### src/rtl/fp_alu_pkg.sv
// rtl/fp_alu_pkg.sv - shared FSM state type and default widths for the FP ALU datapath
package fp_alu_pkg;

    localparam int DEF_WIDTH = 24;
    localparam int DEF_SLICE = 4;

    typedef enum logic [2:0] {
        ST_IDLE,
        ST_SUB,
        ST_NEG,
        ST_NORM,
        ST_DONE
    } state_t;

endpackage

### src/rtl/cla_sub_slice.sv
// rtl/cla_sub_slice.sv - SLICE-bit borrow-lookahead subtractor, d = x - y - bin
module cla_sub_slice #(
    parameter int SLICE = 4
) (
    input  logic [SLICE-1:0] x,
    input  logic [SLICE-1:0] y,
    input  logic             bin,
    output logic [SLICE-1:0] d,
    output logic             bout
);

    logic [SLICE-1:0] w_g;
    logic [SLICE-1:0] w_p;
    logic [SLICE:0]   w_b;

    // A bit generates a borrow when x=0,y=1 and passes one through when x==y.
    assign w_g = ~x & y;
    assign w_p = ~(x ^ y);

    // Each borrow is a flat sum of products of g/p/bin, independent of lower borrows.
    always_comb begin
        logic v_t;
        v_t    = 1'b0;
        w_b    = '0;
        w_b[0] = bin;
        for (int i = 0; i < SLICE; i++) begin
            v_t = bin;
            for (int k = 0; k <= i; k++) v_t = v_t & w_p[k];
            w_b[i+1] = v_t;
            for (int j = 0; j <= i; j++) begin
                v_t = w_g[j];
                for (int k = j + 1; k <= i; k++) v_t = v_t & w_p[k];
                w_b[i+1] = w_b[i+1] | v_t;
            end
        end
    end

    assign d    = x ^ y ^ w_b[SLICE-1:0];
    assign bout = w_b[SLICE];

endmodule

### src/rtl/mantissa_subtractor.sv
// rtl/mantissa_subtractor.sv - slice-serial |a-b| with normalization and lead-zero count
module mantissa_subtractor
    import fp_alu_pkg::*;
#(
    parameter int WIDTH = DEF_WIDTH,
    parameter int SLICE = DEF_SLICE
) (
    input  logic                       clk,
    input  logic                       rst_n,
    input  logic                       in_valid,
    output logic                       in_ready,
    input  logic [WIDTH-1:0]           a_in,
    input  logic [WIDTH-1:0]           b_in,
    output logic                       out_valid,
    input  logic                       out_ready,
    output logic [WIDTH-1:0]           diff_out,
    output logic [$clog2(WIDTH+1)-1:0] lz_count,
    output logic                       swap,
    output logic                       zero
);

    localparam int NSL = WIDTH / SLICE;
    localparam int CW  = $clog2(NSL + 1);
    localparam int LZW = $clog2(WIDTH + 1);

    state_t           r_state, w_next;
    logic [WIDTH-1:0] r_a, r_b, r_diff;
    logic             r_borrow;
    logic [CW-1:0]    r_cnt;
    logic [LZW-1:0]   r_lz;
    logic             r_swap, r_zero;

    logic             w_neg, w_last, w_bout;
    logic [SLICE-1:0] w_x, w_y, w_d;
    logic [WIDTH-1:0] w_diff_next;

    // NEG reuses the slice as 0 - diff, so only the operand muxes change.
    assign w_neg  = (r_state == ST_NEG);
    assign w_last = (r_cnt == CW'(NSL - 1));
    assign w_x    = w_neg ? '0 : r_a[int'(r_cnt)*SLICE +: SLICE];
    assign w_y    = w_neg ? r_diff[int'(r_cnt)*SLICE +: SLICE] : r_b[int'(r_cnt)*SLICE +: SLICE];

    cla_sub_slice #(.SLICE(SLICE)) u_slice (
        .x    (w_x),
        .y    (w_y),
        .bin  (r_borrow),
        .d    (w_d),
        .bout (w_bout)
    );

    always_comb begin
        w_diff_next = r_diff;
        w_diff_next[int'(r_cnt)*SLICE +: SLICE] = w_d;
    end

    always_ff @(posedge clk or negedge rst_n) begin
        if (!rst_n) r_state <= ST_IDLE;
        else        r_state <= w_next;
    end

    always_comb begin
        w_next = r_state;
        case (r_state)
            ST_IDLE: if (in_valid) w_next = ST_SUB;
            ST_SUB: if (w_last) begin
                if (w_bout)                  w_next = ST_NEG;
                else if (w_diff_next == '0)  w_next = ST_DONE;
                else if (w_diff_next[WIDTH-1]) w_next = ST_DONE;
                else                         w_next = ST_NORM;
            end
            ST_NEG: if (w_last) w_next = w_diff_next[WIDTH-1] ? ST_DONE : ST_NORM;
            ST_NORM: if (r_diff[WIDTH-2]) w_next = ST_DONE;
            ST_DONE: if (out_ready) w_next = ST_IDLE;
            default: w_next = ST_IDLE;
        endcase
    end

    always_ff @(posedge clk or negedge rst_n) begin
        if (!rst_n) begin
            r_a      <= '0;
            r_b      <= '0;
            r_diff   <= '0;
            r_borrow <= 1'b0;
            r_cnt    <= '0;
            r_lz     <= '0;
            r_swap   <= 1'b0;
            r_zero   <= 1'b0;
        end else begin
            case (r_state)
                ST_IDLE: if (in_valid) begin
                    r_a      <= a_in;
                    r_b      <= b_in;
                    r_diff   <= '0;
                    r_borrow <= 1'b0;
                    r_cnt    <= '0;
                    r_lz     <= '0;
                    r_swap   <= 1'b0;
                    r_zero   <= 1'b0;
                end
                ST_SUB, ST_NEG: begin
                    r_diff <= w_diff_next;
                    if (w_last) begin
                        r_cnt    <= '0;
                        r_borrow <= 1'b0;
                        if (!w_neg && w_bout) r_swap <= 1'b1;
                        if (!w_neg && !w_bout && (w_diff_next == '0)) r_zero <= 1'b1;
                    end else begin
                        r_cnt    <= r_cnt + 1'b1;
                        r_borrow <= w_bout;
                    end
                end
                ST_NORM: begin
                    r_diff <= r_diff << 1;
                    r_lz   <= r_lz + 1'b1;
                end
                default: ;
            endcase
        end
    end

    assign in_ready  = rst_n && (r_state == ST_IDLE);
    assign out_valid = (r_state == ST_DONE);
    assign diff_out  = r_diff;
    assign lz_count  = r_lz;
    assign swap      = r_swap;
    assign zero      = r_zero;

endmodule

### config.mk
export PLATFORM = sky130hd
export DESIGN_NAME = mantissa_subtractor
export DESIGN_NICKNAME = d
export VERILOG_FILES = /design/src/rtl/fp_alu_pkg.sv /design/src/rtl/cla_sub_slice.sv /design/src/rtl/mantissa_subtractor.sv
export SDC_FILE = /design/constraint.sdc
export NUM_CORES = 1
export LEC_CHECK = 0
export ABC_AREA = 1
export CORE_UTILIZATION = 50
export CTS_CLUSTER_DIAMETER = 100
export DETAILED_ROUTE_END_ITERATION = 8
export PLACE_DENSITY = 0.76
export REMOVE_ABC_BUFFERS = 1
export SLEW_MARGIN = 20
export SYNTH_ARGS = -nofsm -noshare
export SYNTH_HDL_FRONTEND = slang
export SYNTH_SLANG_ARGS = --single-unit
export TNS_END_PERCENT = 20
### constraint.sdc
create_clock -name clk -period 5.2 [get_ports clk]
set_clock_uncertainty 0.2 [all_clocks]
set_input_delay 1.04 -clock clk [delete_from_list [all_inputs] [get_ports clk]]
set_output_delay 1.04 -clock clk [all_outputs]
set_load 0.01 [all_outputs]
==> results of run 1 <==
metal layers:
layer	part of all wire	track usage	wire, um	vias up
met3	0.062	0.0435	903	30
met5	0	0	0	-
li1	-	-	-	2410
met1	0.45	0.418	6610	2314
met4	0.025	0.122	368	0
met2	0.46	0.494	6720	193
flip-flops by register name, summed over array words and instances (netlist names):
name,cells
diff_out,24
lz_count,5
r_a,24
r_b,24
r_borrow,1
r_cnt,3
r_state,3
swap,1
zero,1
area by class of cell:
cell class | count | area [um2] | area share
Sequential cell | 86 | 2150 | 0.354
Clock buffer | 9 | 124 | 0.0204
Multi-Input combinational cell | 515 | 2420 | 0.398
Inverter | 68 | 255 | 0.0419
Clock inverter | 7 | 78.8 | 0.0130
Tap cell | 129 | 161 | 0.0265
Timing Repair Buffer | 91 | 891 | 0.146
worst max-delay path by stage:
stage | startpoint | endpoint | slack, ns
2_1_floorplan | r_state[1] | r_state[1] | 1.04
3_3_place_gp | r_state[1] | r_state[1] | 1.02
3_5_place_dp | r_state[1] | r_state[1] | 0.83
4_1_cts | r_state[1] | r_state[1] | 0.79
5_1_grt | r_state[1] | r_state[1] | 0.32
6_report | r_state[1] | r_state[1] | 0.72
synthesized netlist by cell type, types with 3 or more instances:
library cell  instances  area [um2]
a21oi_1              36         180
nand4_1               9        56.3
inv_2                 6        22.5
clkbuf_1             20        75.1
dfrtp_1              86        2150
inv_1                61         229
o31ai_1               3        22.5
nand2_1             275        1030
buf_1                 3        11.3
o221ai_1              6        52.6
o211ai_1              8        60.1
nand3_2               3        30.0
o21ai_1               3        15.0
nor2_2                6        37.5
ha_1                 10         125
nor3_1                3        15.0
o21ai_0              55         275
o22ai_1               3        18.8
nor2_1               40         150
buf_2                 4        20.0
nand3_1              36         180
nand2_2               4        25.0
cells by family (layout without fill, tap and decap cells):
| family | after synthesis | count (layout) | share of synthesized area |
|---|---|---|---|
| xor gates and xnor gates | 1 | 1 | 0.00177 |
| AOI/OAI and AO/OA | 124 | 124 | 0.143 |
| buffers and inverters | 98 | 175 | 0.0782 |
| adders and majority gates | 11 | 11 | 0.0292 |
| DFF | 86 | 86 | 0.434 |
| and+or+nand+nor | 379 | 379 | 0.314 |
metrics by stage:
stage / total power [W] / setup WS (ns)
5_1_grt: 0.00450 / 0.320
3_5_place_dp: 0.00360 / 0.830
3_3_place_gp: 0.00355 / 1.02
4_1_cts: 0.00411 / 0.793
6_report: 0.00413 / 0.722
2_1_floorplan: 0.00277 / 1.04
power by group through the flow:
stage	Sequential, W	Clock, W	Combinational, W
after floorplan	0.00115	0	0.00162
after global placement	0.00115	0	0.00241
after detailed placement	0.00115	0	0.00245
after CTS	0.00114	0.000503	0.00247
after global routing	0.00117	0.000531	0.00280
final	0.00114	0.000496	0.00249
critical path, delay by kind of cell (launching register included):
family | cells | cell delay (ns)
buf+inv | 4 | 0.76
fa+ha+maj | 2 | 0.51
compound gates | 4 | 0.89
flops | 1 | 0.44
simple gates | 19 | 1.63
==> results.py, run 1 <==
metrics = {
    "status": {
        "status": "completed",
    },
    "worst_setup_path": {
        "path_common_cell": "nand2_1",
        "r2r-start": "r_state[1]",
        "critical_path_class": "reg -> reg",
        "regToRegSetupSlack_ns": 0.72,
        "r2r-end": "r_state[1]",
        "slowest_delay_ns": 0.45,
        "startpoint_type": "flip-flop",
        "endpoint_kind": "flip-flop",
        "critical_path_required_ns": 5.32,
        "ff2ff_path_depth": 29,
        "path_max_fanout": 36,
        "slowest_stage": "a221oi_1",
        "cp.arrival_ns": 4.59,
    },
    "yosys": {
        "netlist-cell-type-count": 36,
        "ys.warnings.count": 0,
        "async_flop_share": 1.00,
        "avgSynthCellArea_um2": 7.10,
        "synth_flop_cell": "dfrtp_1",
        "syn_area_um2": 4960,
        "ys_ff_latch": 86,
        "synth_edf_count": 0,
        "yosysSeqAreaShare": 0.434,
        "syn_inst": 699,
    },
    "sta": {
        "hold_ws_ns": 0.281,
        "finalCritPeriodShare": 0.861,
        "max_slew_margin": 0.479,
        "grt_setup_unrepaired": "no",
        "period_minus_slack_ns": 4.48,
        "setup_tns_ns": 0,
        "setup_viol": 0,
        "drv_slew": 0,
        "hold_viol_final": 0,
        "max_freq_mhz": 223,
        "tightest_slew_ns": 0.781,
    },
    "global_route": {
        "grt_pass1_vias": 4809,
        "grt_use_total": 0.307,
        "grt_max_degree": 69,
        "antenna_found_initial": 0,
        "grt_pass1_wl_um": 23900,
        "grt_overflow_total": 0,
    },
    "pwr": {
        "power_per_cell_area_nw_per_um2": 679,
        "vdd_drop_max_uv": 432,
        "pwr-share-comb": 0.603,
        "switching_share": 0.514,
        "pwr-share-seq": 0.277,
        "leakagePower_nw": 2.95,
        "clock_power_share": 0.120,
        "power.internal_w": 0.00201,
        "power_switching_w": 0.00212,
    },
    "detailed_routing": {
        "drt_wl_total_um": 14600,
        "vias": 4947,
        "drtIter0Drc": 343,
        "ant_nets": 0,
        "drtPass1Iterations": 5,
        "routedWlPerCell_um": 16.1,
        "drc": 0,
        "vias_per_cell": 5.47,
    },
    "hold_path": {
        "hold_path_startpoint": "r_a[5]",
        "hold_end": "r_a[5]",
        "min_path_type": "reg -> reg",
        "min_path_cells": 2,
    },
    "finish": {
        "final_common_cell": "nand2_1",
        "nFillCells": 890,
        "finalNetCount": 834,
        "fin_area_um2": 6080,
        "final_util": 0.646,
        "area_growth_pct": 22.6,
        "layoutNonFillerInstCount": 905,
        "final_cell_mix": "275 x nand2_1, 86 x dfrtp_1, 83 x clkdlybuf4s50_1",
        "antennaDiodeCount": 0,
        "layout-drive-gt1-share": 0.0606,
    },
    "placement": {
        "placedCellCount": 889,
        "dpl.hpwl_um": 10600,
        "portBuffers": 84,
        "gp_congestion": 0.929,
        "placed_area_um2": 5880,
    },
    "die": {
        "core-area_um2": 9420,
        "start_util": 0.527,
        "io_pins": 85,
        "fp.dieH_um": 102,
        "std_cell_rows": 35,
        "chipWidth_um": 102,
        "die-area_um2": 10300,
    },
    "clocking": {
        "clk_path_buf_depth": 2,
        "cts_resized": 0,
        "cts_setup_buffers": 0,
        "cts_hold_buf": 0,
        "insertion_delay_ns": 0.37,
        "clk_pin_slew_worst_paths_ns": 0.10,
        "cts_tree": "built",
        "clockRootBuffer": "clkbuf_8",
        "cts.sinks": 86,
        "htree_levels": 3,
        "cts_buffers": 9,
    },
    "run": {
        "max_cap_viol_count": 0,
    },
}
Note: power is estimated with default switching activity, not from simulation.
==> inputs of run 2 (changes only) <==
SLEW_MARGIN = unset   (was 20)
==> results of run 2 <==
No change in the layout: final DEF, timing and power equal those of run 1.
